File: src/rtl/lvt_pkg.sv
// Shared definitions for the LVT memory read-side logic.
//   LVT_ADDR_W / LVT_DATA_W / LVT_WDATA_W : default widths of the 2W1R memory
//   fwd_sel_e   : which write port (if any) a same-cycle read must take its data from
//   hazard_sel  : resolves a same-cycle write/read address match, wr1 over wr0
package lvt_pkg;

  localparam int unsigned LVT_ADDR_W  = 7;
  localparam int unsigned LVT_DATA_W  = 7;
  localparam int unsigned LVT_WDATA_W = 5;

  typedef enum logic [1:0] {
    FwdNone,
    FwdWr0,
    FwdWr1
  } fwd_sel_e;

  // wr1 wins when both ports hit the same address, matching the LVT last-writer rule.
  function automatic fwd_sel_e hazard_sel(input logic wr0_hit, input logic wr1_hit);
    if (wr1_hit) return FwdWr1;
    if (wr0_hit) return FwdWr0;
    return FwdNone;
  endfunction

endpackage

File: src/rtl/lvt_rsp_fifo.sv
// Response buffer: small in-order FIFO with a held output.
//   clk, rst   : clock, asynchronous active-low reset
//   push       : write push_data at the tail
//   push_data  : WIDTH-bit entry
//   pop        : remove head (ignored when empty)
//   count      : current number of entries
//   head       : head entry; when empty, the last popped value (0 after reset)
module lvt_rsp_fifo #(
  parameter int unsigned DEPTH = 3,
  parameter int unsigned WIDTH = 7,
  localparam int unsigned CntW = $clog2(DEPTH + 1),
  localparam int unsigned PtrW = (DEPTH > 1) ? $clog2(DEPTH) : 1
) (
  input  logic             clk,
  input  logic             rst,
  input  logic             push,
  input  logic [WIDTH-1:0] push_data,
  input  logic             pop,
  output logic [CntW-1:0]  count,
  output logic [WIDTH-1:0] head
);

  localparam logic [CntW-1:0] Full    = CntW'(DEPTH);
  localparam logic [PtrW-1:0] LastPtr = PtrW'(DEPTH - 1);

  logic [WIDTH-1:0] mem_q [DEPTH];
  logic [PtrW-1:0]  wr_ptr_q, wr_ptr_d;
  logic [PtrW-1:0]  rd_ptr_q, rd_ptr_d;
  logic [CntW-1:0]  count_q, count_d;
  logic [WIDTH-1:0] last_q, last_d;
  logic             do_pop;

  assign do_pop = pop && (count_q != '0);

  always_comb begin
    wr_ptr_d = wr_ptr_q;
    rd_ptr_d = rd_ptr_q;
    count_d  = count_q;
    last_d   = last_q;
    if (push) begin
      wr_ptr_d = (wr_ptr_q == LastPtr) ? '0 : wr_ptr_q + 1'b1;
    end
    if (do_pop) begin
      rd_ptr_d = (rd_ptr_q == LastPtr) ? '0 : rd_ptr_q + 1'b1;
      last_d   = mem_q[rd_ptr_q];
    end
    case ({push, do_pop})
      2'b10:   count_d = count_q + 1'b1;
      2'b01:   count_d = count_q - 1'b1;
      default: count_d = count_q;
    endcase
  end

  always_ff @(posedge clk or negedge rst) begin
    if (!rst) begin
      wr_ptr_q <= '0;
      rd_ptr_q <= '0;
      count_q  <= '0;
      last_q   <= '0;
    end else begin
      wr_ptr_q <= wr_ptr_d;
      rd_ptr_q <= rd_ptr_d;
      count_q  <= count_d;
      last_q   <= last_d;
    end
  end

  // Storage needs no reset: it is only observed through head while count != 0.
  always_ff @(posedge clk) begin
    if (push) begin
      mem_q[wr_ptr_q] <= push_data;
    end
  end

  assign count = count_q;
  assign head  = (count_q != '0) ? mem_q[rd_ptr_q] : last_q;

  // The credit rule upstream must make a push into a full buffer impossible.
  no_overflow_a : assert property (@(posedge clk) disable iff (!rst) !(push && count_q == Full));

endmodule

File: src/rtl/lvt_rd_port.sv
// Read-side front end of the 2W1R LVT memory.
//   req_valid/req_ready/req_addr : read request handshake
//   rsp_valid/rsp_ready/rsp_data : response handshake (data = buffer head)
//   mem_rd_en/mem_rd_addr        : memory read port, data returns one cycle later
//   mem_rd_data                  : memory read data
//   wr0_*/wr1_*                  : write ports, snooped for same-cycle forwarding
// A request is only accepted when a buffer slot is guaranteed for its response, so the
// buffer never overflows; RSP_DEPTH must be at least 3 to sustain one read per cycle.
module lvt_rd_port import lvt_pkg::*; #(
  parameter int unsigned ADDR_W    = LVT_ADDR_W,
  parameter int unsigned DATA_W    = LVT_DATA_W,
  parameter int unsigned WDATA_W   = LVT_WDATA_W,
  parameter int unsigned RSP_DEPTH = 3
) (
  input  logic               clk,
  input  logic               rst,
  input  logic               req_valid,
  output logic               req_ready,
  input  logic [ADDR_W-1:0]  req_addr,
  output logic               rsp_valid,
  input  logic               rsp_ready,
  output logic [DATA_W-1:0]  rsp_data,
  output logic               mem_rd_en,
  output logic [ADDR_W-1:0]  mem_rd_addr,
  input  logic [DATA_W-1:0]  mem_rd_data,
  input  logic               wr0_en,
  input  logic [ADDR_W-1:0]  wr0_addr,
  input  logic [WDATA_W-1:0] wr0_data,
  input  logic               wr1_en,
  input  logic [ADDR_W-1:0]  wr1_addr,
  input  logic [WDATA_W-1:0] wr1_data
);

  localparam int unsigned CntW = $clog2(RSP_DEPTH + 1);
  localparam logic [CntW:0] Credits = (CntW + 1)'(RSP_DEPTH);

  logic               handshake;
  logic               inflight_q;
  logic               fwd_hit_q;
  logic [WDATA_W-1:0] fwd_data_q;
  fwd_sel_e           fwd_sel;
  logic [CntW-1:0]    count;
  logic [CntW:0]      occ;
  logic               push;
  logic [DATA_W-1:0]  push_data;
  logic               pop;

  // Occupancy counts the read still in the memory pipe, so req_ready never depends on
  // rsp_ready combinationally.
  assign occ       = {1'b0, count} + {{CntW{1'b0}}, inflight_q};
  assign req_ready = rst && (occ < Credits);
  assign handshake = req_valid && req_ready;

  assign mem_rd_en   = handshake;
  assign mem_rd_addr = req_addr;

  // Only writes in the issue cycle matter; later writes land after the memory read.
  assign fwd_sel = hazard_sel(wr0_en && (wr0_addr == req_addr),
                              wr1_en && (wr1_addr == req_addr));

  always_ff @(posedge clk or negedge rst) begin
    if (!rst) begin
      inflight_q <= 1'b0;
      fwd_hit_q  <= 1'b0;
      fwd_data_q <= '0;
    end else begin
      inflight_q <= handshake;
      if (handshake) begin
        fwd_hit_q  <= (fwd_sel != FwdNone);
        fwd_data_q <= (fwd_sel == FwdWr1) ? wr1_data : wr0_data;
      end
    end
  end

  assign push      = inflight_q;
  assign push_data = fwd_hit_q ? DATA_W'(fwd_data_q) : mem_rd_data;
  assign rsp_valid = (count != '0);
  assign pop       = rsp_valid && rsp_ready;

  lvt_rsp_fifo #(
    .DEPTH (RSP_DEPTH),
    .WIDTH (DATA_W)
  ) u_rsp_fifo (
    .clk       (clk),
    .rst       (rst),
    .push      (push),
    .push_data (push_data),
    .pop       (pop),
    .count     (count),
    .head      (rsp_data)
  );

endmodule

File: config.mk
export PLATFORM = sky130hd
export DESIGN_NAME = lvt_rd_port
export DESIGN_NICKNAME = d
export VERILOG_FILES = /design/src/rtl/lvt_pkg.sv /design/src/rtl/lvt_rsp_fifo.sv /design/src/rtl/lvt_rd_port.sv
export SDC_FILE = /design/constraint.sdc
export NUM_CORES = 1
export LEC_CHECK = 0
export ABC_AREA = 1
export CAP_MARGIN = 10
export CORE_ASPECT_RATIO = 0.6
export CORE_MARGIN = 2
export CORE_UTILIZATION = 52
export CTS_CLUSTER_DIAMETER = 80
export CTS_CLUSTER_SIZE = 30
export DETAILED_ROUTE_END_ITERATION = 10
export GPL_ROUTABILITY_DRIVEN = 0
export GPL_TIMING_DRIVEN = 0
export PLACE_DENSITY = 0.85
export SLEW_MARGIN = 10
export SYNTH_ARGS = -nofsm -noshare
export SYNTH_HDL_FRONTEND = slang
export SYNTH_SLANG_ARGS = --single-unit
File: constraint.sdc
create_clock -name clk -period 5.2 [get_ports clk]
set_clock_uncertainty 0.1 [all_clocks]
set_input_delay 0.78 -clock clk [delete_from_list [all_inputs] [get_ports clk]]
set_output_delay 0.78 -clock clk [all_outputs]
set_load 0.02 [all_outputs]
==> out/results.ini <==
[cells_and_area]
fin_nets=394
layout-drive-gt1-share=0.126
nFillCells=340
syn_to_final_growth_pct=33.5
diodes=0
finalNonFillerCells=408

[clock_network]
cts_setup_buffers=0
cts_tree=built
clkSlewWorstSetupHoldPaths_ns=0.08
cts-resized-gates=0
cts_root_buf=clkbuf_8
clock_latency_ns=0.28
h-tree-depth=2
cts.sinks=41
cts_buffer_depth=2
hold_buffers=0
cts_buffers=5

[die]
die_x_um=89.7
start_util=0.550
rows=18
die-area_um2=4970
num_io_pins=61
fp.dieH_um=55.4
core_area_um2=4170

[min_path]
min_delay_path_depth=2
hold_class=register to register
whs_endpoint=fwd_data_q[2]$_DFFE_PN0P_
hold_start=fwd_data_q[2]$_DFFE_PN0P_

[worst_setup_path]
critPathRequiredTime_ns=4.32
ff2ff_path_depth=9
crit_fanout=21
crit_type=input pin to output port
r2r_end=fwd_data_q[4]$_DFFE_PN0P_
end_kind=output port
start_kind=input pin
rrSetupSlack_ns=3.25
reg2reg_from=u_rsp_fifo.count[0]$_DFFE_PN0P_
cp_data_arrival_time_ns=3.28

[routing]
drtPass1Iterations=5
num_vias=2011
drt_iter0_markers=162
drc=0
via_per_inst=4.93
wl_per_cell_um=12.9
routed_wl_um=5270
antenna_left=0

[power]
p_int_w=0.000783
p_sw_frac=0.385
p_leak_nw=1.45
power_frac_comb=0.467
p_seq_frac=0.379
pwr-share-clk=0.154
power_switching_w=0.000489
power.total_w=0.00127
peakVddDrop_uv=311
powerDensity_nw_per_um2=416

[synthesis]
avgSynthCellArea_um2=8.18
synthesis.area_um2=2290
synth_warnings=0
synth_cell_types=27
synth-seq-cells=41
synth.net_count=327
ys_seq_area_frac=0.494
syn_inst=280

[run_status]
outcome=complete, no violations

[timing]
fin_tns_setup_ns=0
slew_headroom=0.260
hold_viol=0
min_period_ns=4.16
rsz0062_at_grt=no
setup_viol=0
finalCritPeriodShare=0.800
worst_slew_pin_slew_ns=1.10
timing.final.max_slew_violations=0
fmax_mhz=240

[global_route]
grt_usage=0.232
antenna_found_initial=0
grt_pass1_wl_um=8780
grt-ovfl-total=0
grt_max_degree=22
grt_pass1_vias=1876

[placement]
hpwl_um=4240
placedCellCount=400
port_buffers=60

[flow_run]
drv_cap=0

-- per-stage QoR --
step	instance area, um2	hold slack, ns	setup slack, ns	utilization
after floorplan	2290	0.344	2.73	-
after global placement	2970	0.358	1.04	0.712
after detailed placement	2970	0.360	0.998	0.712
after CTS	3050	0.380	0.985	0.732
after global routing	3060	0.406	0.760	0.734
final	3060	0.388	1.04	0.734
-- worst max path at each step --
| stage | from | to | slack (ns) | cells past startpoint |
|---|---|---|---|---|
| 6_report | rst | mem_rd_en | 1.04 | 6 |
| 5_1_grt | rst | mem_rd_en | 0.76 | 6 |
| 4_1_cts | rst | mem_rd_en | 0.99 | 6 |
| 3_5_place_dp | rst | mem_rd_en | 1.0 | 6 |
| 3_3_place_gp | rst | mem_rd_en | 1.04 | 6 |
| 2_1_floorplan | u_rsp_fifo.count[0]$_DFFE_PN0P_ | mem_rd_en | 2.73 | 7 |
-- cell families (layout without fill, tap and decap cells) --
kind of cell | count (synthesis) | after routing | synth area share
AO/OA/AOI/OAI | 22 | 22 | 0.0530
XOR/XNOR | 3 | 3 | 0.0115
adder cells (fa/ha/maj) | 3 | 3 | 0.0164
buffers and inverters | 62 | 130 | 0.121
flip-flops | 41 | 41 | 0.494
multiplexers | 6 | 6 | 0.0295
AND/OR/NAND/NOR | 143 | 143 | 0.275
-- metal layers --
| layer | GRT usage | part of all wire | up-vias |
|---|---|---|---|
| li1 | - | - | 1000 |
| met4 | 0.0533 | 0.011 | 0 |
| met5 | 0 | 0 | - |
| met2 | 0.329 | 0.43 | 63 |
| met3 | 0.0553 | 0.057 | 9 |
| met1 | 0.359 | 0.50 | 939 |
-- state kept, by name, indices dropped and copies added, names as in the netlist --
register / count
u_rsp_fifo.count: 2
u_rsp_fifo.last_q: 7
fwd_data_q: 5
u_rsp_fifo.mem_q: 21
u_rsp_fifo.rd_ptr_q: 2
fwd_hit_q: 1
u_rsp_fifo.wr_ptr_q: 2
inflight_q: 1
-- power groups by stage --
stage	clock (W)	sequential [W]	combinational, W
after floorplan	0	0.000474	0.000373
after global placement	0	0.000480	0.000576
after detailed placement	0	0.000486	0.000594
after CTS	0.000199	0.000479	0.000596
after global routing	0.000217	0.000491	0.000652
final	0.000196	0.000482	0.000594
-- placed cells by master, fill, tap and decap left out --
cell type        netlist  final
mux2_2                 6      6
o21ai_1               11     11
nand3_1               21     21
nor2_2                 4      4
clkinv_2               0      1
o21bai_1               2      2
nor3_1                 3      1
or2_1                  1      1
buf_6                  2      2
a21oi_2                1      1
buf_4                  7      7
ha_1                   3      3
nor2_4                 3      3
nand4_1                2      2
clkdlybuf4s50_1        0     60
o21ai_0                5      5
clkbuf_8               0      5
xnor2_1                3      3
o21a_1                 1      1
nand2_1              100    100
nor2_8                 1      1
a21oi_1                2      2
inv_1                 43     43
clkbuf_1               0      2
clkinv_1               1      1
nand2_2                3      3
inv_2                  7      7
dfrtp_1               20     20
edfxtp_1              21     21
nor3_2                 0      2
buf_2                  2      2
nor2_1                 5      5
-- critical path, stage by stage --
cell	delay, ns
clkdlybuf4s50_1	1.14
nand2_1	0.15
nor2_2	0.14
nand2_1	0.21
inv_2	0.22
clkdlybuf4s50_1	0.63
-- synthesized netlist by cell type, drive strengths merged --
cell / n / share of area
a21oi: 3 / 0.0082
buf: 11 / 0.037
clkinv: 1 / 0.0016
dfrtp: 20 / 0.22
edfxtp: 21 / 0.28
ha: 3 / 0.016
inv: 50 / 0.082
mux2: 6 / 0.029
nand2: 103 / 0.17
nand3: 21 / 0.046
nand4: 2 / 0.0055
nor2: 13 / 0.043
nor3: 3 / 0.0066
o21a: 1 / 0.0033
o21ai: 16 / 0.035
o21bai: 2 / 0.0066
or2: 1 / 0.0027
xnor2: 3 / 0.011
-- area by class of cell --
class / instances / area (um2) / share of cell area
clock inverter: 1 / 5.00 / 0.00164
buffer: 11 / 85.1 / 0.0278
multi-input combinational: 177 / 893 / 0.292
timing repair buffer: 60 / 601 / 0.196
clock buffer: 7 / 76.3 / 0.0250
inverter: 51 / 191 / 0.0626
sequential: 41 / 1130 / 0.370
tap: 60 / 75.1 / 0.0245
Power figures use the tool's default switching activity.
